File: src/rtl/secuenciador_fases.sv
`default_nettype none
// ============================================================================
//  Module      : secuenciador_fases
//  Description : Moore control FSM that sequences NUM_FASES phases, repeated
//                NUM_CICLOS times. Each phase lasts one full interval of an
//                external timer. The block enables that timer
//                (AbilitarCuenta) and consumes its end-of-count flag
//                (FinalCuenta).
//
//  Ports
//    Clk            in   system clock, rising edge
//    Reset          in   synchronous, active-high reset
//    Inicio         in   start request, level-sampled, honoured only in REPOSO
//    Detener        in   abort request; returns to REPOSO from any busy state
//    FinalCuenta    in   end-of-interval flag from the timer
//    AbilitarCuenta out  timer enable; low clears the timer count
//    Fase           out  current phase index   [ANCHO_FASE-1:0]
//    CicloActual    out  current cycle index   [ANCHO_CICLO-1:0]
//    Ocupado        out  run in progress
//    CambioFase     out  one-cycle pulse at each phase end
//    Terminado      out  one-cycle pulse on normal run completion
//
//  Build option
//    SECUENCIA_CONTINUA_EN : when defined, the last phase of the last cycle
//                            wraps to phase 0 / cycle 0 instead of finishing.
//                            FIN is never reached; only Detener or Reset end
//                            the run.
//
//  Revision    : 1.0  initial release
// ============================================================================
module secuenciador_fases #(
   parameter int NUM_FASES   = 4,
   parameter int ANCHO_FASE  = 2,
   parameter int NUM_CICLOS  = 3,
   parameter int ANCHO_CICLO = 4
) (
   input  logic                   Clk,
   input  logic                   Reset,
   input  logic                   Inicio,
   input  logic                   Detener,
   input  logic                   FinalCuenta,
   output logic                   AbilitarCuenta,
   output logic [ANCHO_FASE-1:0]  Fase,
   output logic [ANCHO_CICLO-1:0] CicloActual,
   output logic                   Ocupado,
   output logic                   CambioFase,
   output logic                   Terminado
);

   // State encoding
   localparam logic [2:0] REPOSO   = 3'd0;
   localparam logic [2:0] LIMPIAR  = 3'd1;
   localparam logic [2:0] CONTANDO = 3'd2;
   localparam logic [2:0] AVANZAR  = 3'd3;
   localparam logic [2:0] FIN      = 3'd4;

   // Last legal index values, sized to the output widths
   localparam logic [ANCHO_FASE-1:0]  ULTIMA_FASE  = ANCHO_FASE'(NUM_FASES - 1);
   localparam logic [ANCHO_CICLO-1:0] ULTIMO_CICLO = ANCHO_CICLO'(NUM_CICLOS - 1);

   logic [2:0]             estado;
   logic [2:0]             estado_sig;
   logic [ANCHO_FASE-1:0]  fase_sig;
   logic [ANCHO_CICLO-1:0] ciclo_sig;

   // ------------------------------------------------------------------------
   // Next-state and next-index logic.
   // Detener is checked before FinalCuenta and before any index update so an
   // abort always wins and leaves the indices at their last values.
   // ------------------------------------------------------------------------
   always_comb begin
      estado_sig = estado;
      fase_sig   = Fase;
      ciclo_sig  = CicloActual;
      case (estado)
         REPOSO: begin
            if (Inicio && !Detener) begin
               estado_sig = LIMPIAR;
               fase_sig   = '0;
               ciclo_sig  = '0;
            end
         end
         LIMPIAR: begin
            if (Detener) estado_sig = REPOSO;
            else         estado_sig = CONTANDO;
         end
         CONTANDO: begin
            if (Detener)          estado_sig = REPOSO;
            else if (FinalCuenta) estado_sig = AVANZAR;
         end
         AVANZAR: begin
            if (Detener) begin
               estado_sig = REPOSO;
            end else if (Fase < ULTIMA_FASE) begin
               estado_sig = CONTANDO;
               fase_sig   = Fase + 1'b1;
            end else if (CicloActual < ULTIMO_CICLO) begin
               estado_sig = CONTANDO;
               fase_sig   = '0;
               ciclo_sig  = CicloActual + 1'b1;
            end else begin
`ifdef SECUENCIA_CONTINUA_EN
               estado_sig = CONTANDO;
               fase_sig   = '0;
               ciclo_sig  = '0;
`else
               // Indices keep their final values through FIN and REPOSO
               estado_sig = FIN;
`endif
            end
         end
         FIN: begin
            estado_sig = REPOSO;
         end
         default: begin
            estado_sig = REPOSO;
         end
      endcase
   end

   // ------------------------------------------------------------------------
   // State, index and output registers.
   // Flags are decoded from the next state and registered, so each output is
   // a flop whose value corresponds exactly to the current state (Moore) with
   // no combinational input-to-output path.
   // ------------------------------------------------------------------------
   always_ff @(posedge Clk) begin
      if (Reset) begin
         estado         <= REPOSO;
         Fase           <= '0;
         CicloActual    <= '0;
         AbilitarCuenta <= 1'b0;
         Ocupado        <= 1'b0;
         CambioFase     <= 1'b0;
         Terminado      <= 1'b0;
      end else begin
         estado         <= estado_sig;
         Fase           <= fase_sig;
         CicloActual    <= ciclo_sig;
         AbilitarCuenta <= (estado_sig == CONTANDO);
         Ocupado        <= (estado_sig == LIMPIAR) ||
                           (estado_sig == CONTANDO) ||
                           (estado_sig == AVANZAR);
         CambioFase     <= (estado_sig == AVANZAR);
         Terminado      <= (estado_sig == FIN);
      end
   end

endmodule
`default_nettype wire
File: config.mk
export PLATFORM = sky130hd
export DESIGN_NAME = secuenciador_fases
export DESIGN_NICKNAME = d
export VERILOG_FILES = /design/src/rtl/secuenciador_fases.sv
export SDC_FILE = /design/constraint.sdc
export NUM_CORES = 1
export LEC_CHECK = 0
export ABC_CLOCK_PERIOD_IN_PS = 3300
export CAP_MARGIN = 5
export CORE_AREA = 2 2 39 41
export CTS_BUF_LIST = sky130_fd_sc_hd__clkbuf_2
export CTS_CLUSTER_DIAMETER = 100
export DETAILED_ROUTE_END_ITERATION = 10
export DIE_AREA = 0 0 41 43
export GPL_TIMING_DRIVEN = 0
export HOLD_SLACK_MARGIN = 0.05
export PLACE_DENSITY = 0.71
export SLEW_MARGIN = 5
export SYNTH_ARGS = -nofsm -noshare
export SYNTH_HDL_FRONTEND = slang
export SYNTH_SLANG_ARGS = --single-unit
File: constraint.sdc
create_clock -name Clk -period 3.3 [get_ports Clk]
set_input_delay 0.66 -clock Clk [delete_from_list [all_inputs] [get_ports Clk]]
set_output_delay 0.66 -clock Clk [all_outputs]
set_load 0.01 [all_outputs]
# Word-level counts from Yosys, hierarchy flattened
# Index checks and enable logic that the tools add are counted.
[word_totals]
reg_bits = 13
inputBits = 5
output_inout_bits = 10
[op_classes]
add_sub_neg = 2
order_cmp = 2
n_eq_ne = 12
n_mux = 18
reduce_logical = 8
[ops]
columns = ["op", "count"]
rows = [
  ["3-bit two-way mux", 6],
  ["4-bit two-way mux", 4],
  ["3-bit by 2-bit == test with 1-bit output, second input constant", 4],
  ["3-bit one-hot mux with 4 select lines", 1],
  ["2-bit two-way mux", 5],
  ["2-bit != test, second input constant", 4],
  ["4-bit one-hot mux with 2 select lines", 1],
  ["3-bit by 1-bit == test with 1-bit output, second input constant", 2],
  ["5-bit AND reduction", 1],
  ["4-bit by 1-bit adder with 4-bit output, second input constant", 1],
  ["4-bit by 2-bit < comparator with 1-bit output, second input constant", 1],
  ["2-bit one-hot mux with 2 select lines", 1],
  ["4-bit AND reduction", 1],
  ["3-bit == test, second input constant", 1],
  ["3-bit logical NOT", 1],
  ["3-bit != test, second input constant", 1],
  ["2-bit by 1-bit adder with 2-bit output, second input constant", 1],
  ["1-bit logical OR", 2],
  ["2-bit < comparator, second input constant", 1],
  ["2-bit nonzero test", 1],
  ["1-bit logical AND", 1],
  ["1-bit logical NOT", 1],
]

# Depth between registers and ports, before layout
# Gate-level depths: netlist (run 1).
[depth]
ltp_word = 8
depth_mapped = 4
depth_no_buf = 4

# Least setup slack after synthesis (run 1)
# No wires, ideal clock.
[synth_path]
path_kind = "input -> register"
startpoint = "input port Detener"
endpoint = "register CicloActual[0]"
setup_time_ns = 0.070
t_arrival_ns = 1.629
required_ns = 3.230
path_slack_ns = 1.601
cell_stages = 4
path_cell_list = "clkbuf_2 > or2_0 > or4_1 > a21oi_1"
[synth_via]
elab_chain_cells = 4
[synth_rtl]
columns = ["item", "line_no", "rtl"]
rows = [
  ["start: declaration", "40", "input logic Detener,"],
  ["1-bit logical NOT", "77", "if (Inicio && !Detener) begin"],
  ["1-bit logical AND", "77", ""],
  ["2-bit != test (no line)", "-", ""],
  ["5-bit AND reduction (no line) *", "-", ""],
  ["end signal: assignment", "139", "CicloActual <= ciclo_sig;"],
  ["end: declaration", "44", "output logic [ANCHO_CICLO-1:0] CicloActual,"],
]
# Mark *: on every way between the ends. The rest lies on a longest branch, timed or not.
# A chain may end at the register's enable or synchronous reset.

# Worst setup path in the final report (run 1)
[layout_path]
startpoint = "register CicloActual[1]"
endpoint = "output port CicloActual[1]"
# No word-level cell between the ends.

==> results by group, run 1 <==
Run status
  – Outcome: complete, no violations

Timing
  – Final number of hold-violating endpoints: 0
  – Setup violations, final: 0
  – Unrepaired setup endpoints after global routing: no
  – Hold Slack: 0.521 ns
  – Final worst path period share: 0.588
  – Shortest clock period the worst path allows after layout: 1.94 ns
  – Pin slew with the least headroom to its limit: 0.683 ns
  – Sum of negative setup slack: 0 ns
  – Skew final: 0.00259 ns
  – Fmax achieved: 0.515 GHz
  – Max Slew Vio Count: 0
  – Relative slew slack: 0.541

Floorplanning
  – Number of placed I/O pins: 15
  – Horizontal die dimension: 41 µm
  – Cell Rows: 14
  – Floorplan die height: 43 µm
  – Area of the core: 1380 µm²
  – Initial core utilization: 0.408
  – Total die area: 1760 µm²

Synth
  – Average footprint of a synthesized cell: 9.40 µm²
  – Flip-flop and latch count after synthesis: 13
  – Share of the synthesized netlist area taken by xor and xnor gates: 0
  – Synthesized net count: 67
  – Post-synthesis compound-gate area fraction: 0.171
  – Number of synthesis warnings: 0
  – Total standard cell area after synthesis: 564 µm²
  – Dominant combinational cell family by area after synthesis: simple AND/OR/NAND/NOR gates
  – Mux cell area share after synthesis: 0.0177
  – Cell count after synthesis: 60
  – Post-synthesis sequential area ratio: 0.461
  – Post-synthesis share of cell area spent on and, or, nand and nor gates: 0.277
  – Count of distinct cell types in the synthesized netlist: 30
  – Post-synthesis adder-cell area fraction: 0.0443

Cells and area
  – Number of cells in the finished layout apart from fillers: 93
  – Share of final-layout standard cells stronger than drive strength 1: 0.104
  – Antenna diodes: 0
  – Growth of design area from synthesis to finish: 30.2%
  – Number of filler instances in the final layout: 149
  – Final nets: 85

Route
  – 1st-pass router iterations: 4
  – Number of vias per cell after detailed routing: 5.35
  – Routed wire length per instance: 11.9 µm
  – Vias after detailed routing: 498
  – Detail Route Antenna Nets: 0
  – DRC viols: 0
  – Final Routed Wirelength: 1.11 mm
  – Count of routing violations after the opening detailed-route iteration: 11

Setup path
  – Critical path launch point type: flop
  – Required @ worst endpoint: 2.64 ns
  – Crit end category: primary output
  – Arrival time worst endpoint: 1.28 ns
  – Biggest cell delay along the critical path: 0.57 ns
  – Number of gates on the worst path with buffers counted: 1
  – Family of cells with the greatest summed delay on the critical path: buffers and inverters
  – Critical path fanouts, max: 6
  – Chain of cells forming the critical path: clkdlybuf4s50_1
  – Number of buffers and inverters on the critical path: 1
  – Depth of the worst register-to-register path: 3
  – Crit Path Category: reg -> out
  – Slowest stage cell, crit path: sky130_fd_sc_hd__clkdlybuf4s50_1

Power and ir drop
  – Maximum VDD drop: 0.156 mV
  – P_leak: 0.292 nW
  – P per Cell Area: 363 nW/µm²
  – Overall Power: 266 µW

Placed design
  – GP Congestion: 0.802
  – Total placed cells including tap cells: 89
  – Final HPWL DP: 805 µm
  – IO buf count: 13

Clocking
  – Clock input transition at the sequential cells of the worst setup and hold paths: 0.13 ns
  – TritonCTS clock tree: built
  – Post-CTS setup buffer count: 0
  – H-tree depth reported by CTS: 1
  – Deepest clock path buffer count: 2
  – Buffer cell driving the clock tree root: sky130_fd_sc_hd__clkbuf_2
  – Number of buffers created by CTS: 3
  – Gates resized, CTS repair: 0
  – Clock latency at the later pin of the worst-skew pair: 0.28 ns
  – Number of hold buffers added after CTS: 0
  – Number of clock sinks: 13

Min path
  – Number of instances on the worst hold path: 2
  – Type of the worst min-delay path: reg -> reg

GRT
  – Largest net degree at the start of global routing: 10
  – Antenna violations before repair: 0
  – Global-route wire length before repair: 1.71 mm
  – Number of global-route vias before repair: 411
  – Aggregate global routing overflow: 0
  – Overall fraction of global-route tracks in use: 0.149

Job
  – Number of violations of the max-capacitance limit: 0
## logic make-up after synthesis
logic type                 Yosys count
AOI/OAI and AO/OA                   13
adders and majority gates            2
DFF                                 13
buffers and inverters                4
and+or+nand+nor                     27
muxes                                1
## routing by layer
layer | up-vias | GRT usage | wire [µm]
met1 | 223 | 0.196 | 528
met2 | 17 | 0.191 | 476
met3 | 3 | 0.0628 | 79
li1 | 255 | - | -
met5 | - | 0 | 0
met4 | 0 | 0.100 | 21
## cell usage after synthesis (all sizes together)
library cell   n  area share
nor2           6       0.040
o211ai         2       0.027
nand4b         1       0.016
inv            3       0.020
o2bb2ai        1       0.016
nand2          1      0.0066
a21o           1       0.013
o221a          1       0.020
ha             2       0.044
and3           1       0.011
or4            1       0.013
or3            2       0.022
nor2b          1       0.011
or2            2       0.022
o21ai          2       0.018
and2           2       0.022
nor4           1       0.011
and4bb         1       0.022
o31ai          2       0.027
nand3          3       0.027
a221o          1       0.018
mux2i          1       0.018
a21oi          2       0.018
clkbuf         1      0.0089
and3b          1       0.016
dfxtp         13        0.46
a41oi          1       0.016
nor3           3       0.027
nand2b         1       0.011
## flip-flops by register name, summed over array words and instances, names as in the netlist
name	flops
AbilitarCuenta	1
CambioFase	1
CicloActual	4
Fase	2
Ocupado	1
Terminado	1
estado	3
## per-stage QoR
step | area [µm²] | utilization | setup slack, ns
3_5_place_dp | 714 | 0.516 | 1.33
3_3_place_gp | 714 | 0.516 | 1.33
5_1_grt | 734 | 0.531 | 1.29
6_report | 734 | 0.531 | 1.36
4_1_cts | 734 | 0.531 | 1.35
2_1_floorplan | 564 | - | 1.60
## cell type report
type | instances | area, µm² | area share
multi-input combinational | 43 | 288 | 0.392
sequential | 13 | 260 | 0.354
tap | 16 | 20.0 | 0.0273
inverter | 3 | 11.3 | 0.0153
buffer | 1 | 5.00 | 0.00681
clock buffer | 4 | 20.0 | 0.0273
timing repair buffer | 13 | 130 | 0.177
## power by group
group          switching [mW]  internal, mW
sequential            0.00169         0.159
clock                  0.0543        0.0321
combinational         0.00907        0.0104
## cell usage in the layout (no fill, tap or decap)
cell | synthesis | layout
sky130_fd_sc_hd__dfxtp_1 | 13 | 13
sky130_fd_sc_hd__clkdlybuf4s50_1 | 0 | 13
sky130_fd_sc_hd__nor2_1 | 6 | 6
sky130_fd_sc_hd__clkbuf_2 | 1 | 5
sky130_fd_sc_hd__nand3_1 | 3 | 3
sky130_fd_sc_hd__nor3_1 | 3 | 3
sky130_fd_sc_hd__inv_1 | 3 | 3
sky130_fd_sc_hd__or3_1 | 2 | 2
sky130_fd_sc_hd__o31ai_1 | 2 | 2
sky130_fd_sc_hd__a21oi_1 | 2 | 2
sky130_fd_sc_hd__o211ai_1 | 2 | 2
sky130_fd_sc_hd__and2_1 | 2 | 2
sky130_fd_sc_hd__o21ai_0 | 2 | 2
sky130_fd_sc_hd__ha_1 | 2 | 2
sky130_fd_sc_hd__mux2i_1 | 1 | 1
sky130_fd_sc_hd__or2_0 | 1 | 1
sky130_fd_sc_hd__or4_1 | 1 | 1
sky130_fd_sc_hd__nor4_1 | 1 | 1
sky130_fd_sc_hd__a21o_1 | 1 | 1
sky130_fd_sc_hd__nand2_1 | 1 | 1
sky130_fd_sc_hd__or2_2 | 1 | 1
sky130_fd_sc_hd__nor2b_1 | 1 | 1
sky130_fd_sc_hd__and3b_1 | 1 | 1
sky130_fd_sc_hd__a221o_1 | 1 | 1
sky130_fd_sc_hd__and4bb_2 | 1 | 1
sky130_fd_sc_hd__nand4b_1 | 1 | 1
sky130_fd_sc_hd__o221a_2 | 1 | 1
sky130_fd_sc_hd__nand2b_1 | 1 | 1
sky130_fd_sc_hd__and3_1 | 1 | 1
sky130_fd_sc_hd__a41oi_1 | 1 | 1
sky130_fd_sc_hd__o2bb2ai_1 | 1 | 1
## final timing paths
| kind | to | startpoint | slack, ns |
|---|---|---|---|
| worst max-delay path | CicloActual[1] | CicloActual[1]$_SDFFE_PP0P_ | 1.36 |
| worst min-delay path | CicloActual[0]$_SDFFE_PP0P_ | CicloActual[0]$_SDFFE_PP0P_ | 0.52 |
| worst max register to register | Fase[0]$_SDFFE_PP0P_ | CicloActual[1]$_SDFFE_PP0P_ | 1.83 |
| worst min register to register | CicloActual[0]$_SDFFE_PP0P_ | CicloActual[0]$_SDFFE_PP0P_ | 0.52 |
Power figures use the tool's default switching activity.
==> run 2, diff against run 1 <==
Settings changed: ABC_CLOCK_PERIOD_IN_PS 3300 to 1800.
Clock period 3.3 ns to 1.8 ns, I/O delays scaled along.
==> results of run 2 <==
The final DEF is identical to that of run 1. Status: complete, no violations.
Among the figures that moved: setup slack after placement 1.33 ns -> 0.134 ns; clock-pin slew on the worst setup and hold paths 0.13 ns -> 0.12 ns; setup slack after layout 1.36 ns -> 0.159 ns; hold slack 0.521 ns -> 0.434 ns; register-to-register setup slack 1.83 ns -> 0.33 ns; end point of the worst hold path CicloActual[0]$_SDFFE_PP0P_ -> Fase[1]$_SDFFE_PP0P_; total power 0.266 mW -> 0.488 mW; worst IR drop on VDD 0.156 mV -> 0.286 mV
==> run 3, diff against run 2 <==
Settings changed: PLACE_DENSITY 0.71 to 0.78.
==> results by group, run 3 (synthesized netlist as in run 1, its figures left out) <==
Timing
  – Final worst path period share: 0.917
  – Unrepaired setup endpoints after global routing: no
  – Sum of negative setup slack: 0 ns (unchanged)
  – Fmax achieved: 0.606 GHz
  – Shortest clock period the worst path allows after layout: 1.65 ns
  – Setup ws final: 0.150 ns
  – Pin slew with the least headroom to its limit: 0.663 ns (-0.0200 ns)
  – Skew final: 0.00930 ns (+0.00671 ns)
  – Hold Slack: 0.428 ns
  – Relative slew slack: 0.554 (+0.0135)
  – Final number of hold-violating endpoints: 0 (unchanged)
  – Setup violations, final: 0 (unchanged)
  – Max Slew Vio Count: 0 (unchanged)

Setup path
  – Critical path fanouts, max: 6 (unchanged)
  – Critical path launch point type: flop
  – Required @ worst endpoint: 1.44 ns
  – Chain of cells forming the critical path: clkdlybuf4s50_1
  – Biggest cell delay along the critical path: 0.58 ns (about the same)
  – Slowest stage cell, crit path: sky130_fd_sc_hd__clkdlybuf4s50_1
  – Crit end category: primary output
  – Family of cells with the greatest summed delay on the critical path: buffers and inverters
  – Crit Path Category: reg -> out
  – Number of buffers and inverters on the critical path: 1 (unchanged)
  – Arrival time worst endpoint: 1.29 ns (about the same)

Route
  – Final Routed Wirelength: 1.12 mm (+1.2%)
  – 1st-pass router iterations: 6 (+2)
  – Routed wire length per instance: 12.0 µm (+1.2%)
  – DRC viols: 0 (unchanged)
  – Count of routing violations after the opening detailed-route iteration: 15 (+4)
  – Number of vias per cell after detailed routing: 5.38 (+0.40%)
  – Vias after detailed routing: 500 (+0.40%)
  – Detail Route Antenna Nets: 0 (unchanged)

Floorplanning
  – Initial core utilization: 0.408 (unchanged)
  – Number of placed I/O pins: 15 (unchanged)
  – Floorplan die height: 43 µm (unchanged)
  – Total die area: 1760 µm² (unchanged)
  – Area of the core: 1380 µm² (unchanged)
  – Horizontal die dimension: 41 µm (unchanged)
  – Cell Rows: 14 (unchanged)

Cells and area
  – Most frequent cells in the layout: sky130_fd_sc_hd__dfxtp_1, sky130_fd_sc_hd__clkdlybuf4s50_1, sky130_fd_sc_hd__nor2_1
  – Registers with the highest flip-flop counts: CicloActual: 4 flops, estado: 3 flops, Fase: 2 flops
  – Final non-filler cell area: 734 µm² (unchanged)
  – Antenna diodes: 0 (unchanged)
  – Final nets: 85 (unchanged)
  – Number of cells in the finished layout apart from fillers: 93 (unchanged)
  – Number of flip-flops in the largest register: 4 (unchanged)
  – Growth of design area from synthesis to finish: 30.2% (unchanged)
  – Register with the most flip-flops: CicloActual
  – Share of final-layout standard cells stronger than drive strength 1: 0.104 (unchanged)
  – Final cell utilization of the core: 0.531 (unchanged)

Power and ir drop
  – P_leak: 0.292 nW (unchanged)
  – Internal cell power: 369 µW
  – Switching component of the power: 116 µW
  – Clock share of power: 0.321 (-0.004)
  – Overall Power: 484 µW
  – P per Cell Area: 660 nW/µm²
  – Sequential share of power: 0.607 (+0.005)
  – Maximum VDD drop: 0.272 mV
  – Combinational share of power: 0.072 (about the same)
  – Switching part of the total: 0.239

Clocking
  – Gates resized, CTS repair: 0 (unchanged)
  – Post-CTS setup buffer count: 0 (unchanged)
  – Number of hold buffers added after CTS: 0 (unchanged)
  – Deepest clock path buffer count: 2 (unchanged)
  – Clock input transition at the sequential cells of the worst setup and hold paths: 0.13 ns
  – Number of clock sinks: 13 (unchanged)
  – H-tree depth reported by CTS: 1 (unchanged)
  – TritonCTS clock tree: built
  – Clock latency at the later pin of the worst-skew pair: 0.28 ns (about the same)
  – Buffer cell driving the clock tree root: sky130_fd_sc_hd__clkbuf_2
  – Number of buffers created by CTS: 3 (unchanged)

Min path
  – Type of the worst min-delay path: in -> reg

Placed design
  – IO buf count: 13 (unchanged)
  – Final HPWL DP: 839 µm (+4.2%)
  – Worst setup slack before clock tree synthesis: 0.121 ns
  – Area after detailed placement: 714 µm² (unchanged)
  – GP Congestion: 0.753 (-6.1%)
  – Total placed cells including tap cells: 89 (unchanged)

GRT
  – Antenna violations before repair: 0 (unchanged)
  – Global-route wire length before repair: 1.88 mm (+9.6%)
  – Overall fraction of global-route tracks in use: 0.166 (+0.0172)
  – Aggregate global routing overflow: 0 (unchanged)
  – Number of global-route vias before repair: 441 (+7.3%)
  – Largest net degree at the start of global routing: 10 (unchanged)

Job
  – Number of violations of the max-capacitance limit: 0 (unchanged)

Run status
  – Outcome: complete, no violations
==> run 3: cell type report <==
cell class	count	area, µm²
fillers	134	649
multi-input cells	43	288
flip-flops and latches	13	260
repair buffers	13	130
clock buffers	4	20.0
well taps	16	20.0
inverters	3	11.3
plain buffers	1	5.00
==> run 3: worst paths after layout <==
path | slack (ns) | cells past startpoint | end | from
min | 0.43 | 3 | Fase[1]$_SDFFE_PP0P_ | Detener
max | 0.15 | 1 | CicloActual[1] | CicloActual[1]$_SDFFE_PP0P_
max reg2reg | 0.35 | 3 | Fase[1]$_SDFFE_PP0P_ | CicloActual[1]$_SDFFE_PP0P_
min reg2reg | 0.51 | 2 | CicloActual[0]$_SDFFE_PP0P_ | CicloActual[0]$_SDFFE_PP0P_
==> run 3: layer usage <==
layer / vias up / global-route usage / wire [µm]
met2: 14 / 0.209 / 498
met5: - / 0 / 0
met3: 7 / 0.0628 / 53
met1: 220 / 0.212 / 515
met4: 0 / 0.140 / 51
li1: 259 / - / -
==> run 3: power groups by stage <==
stage / logic (mW) / clock network (mW) / registers [mW]
final: 0.0350 / 0.156 / 0.294
after global routing: 0.0392 / 0.176 / 0.295
after CTS: 0.0354 / 0.162 / 0.294
after detailed placement: 0.0353 / 0 / 0.300
after global placement: 0.0349 / 0 / 0.300
after floorplan: 0.0185 / 0 / 0.301
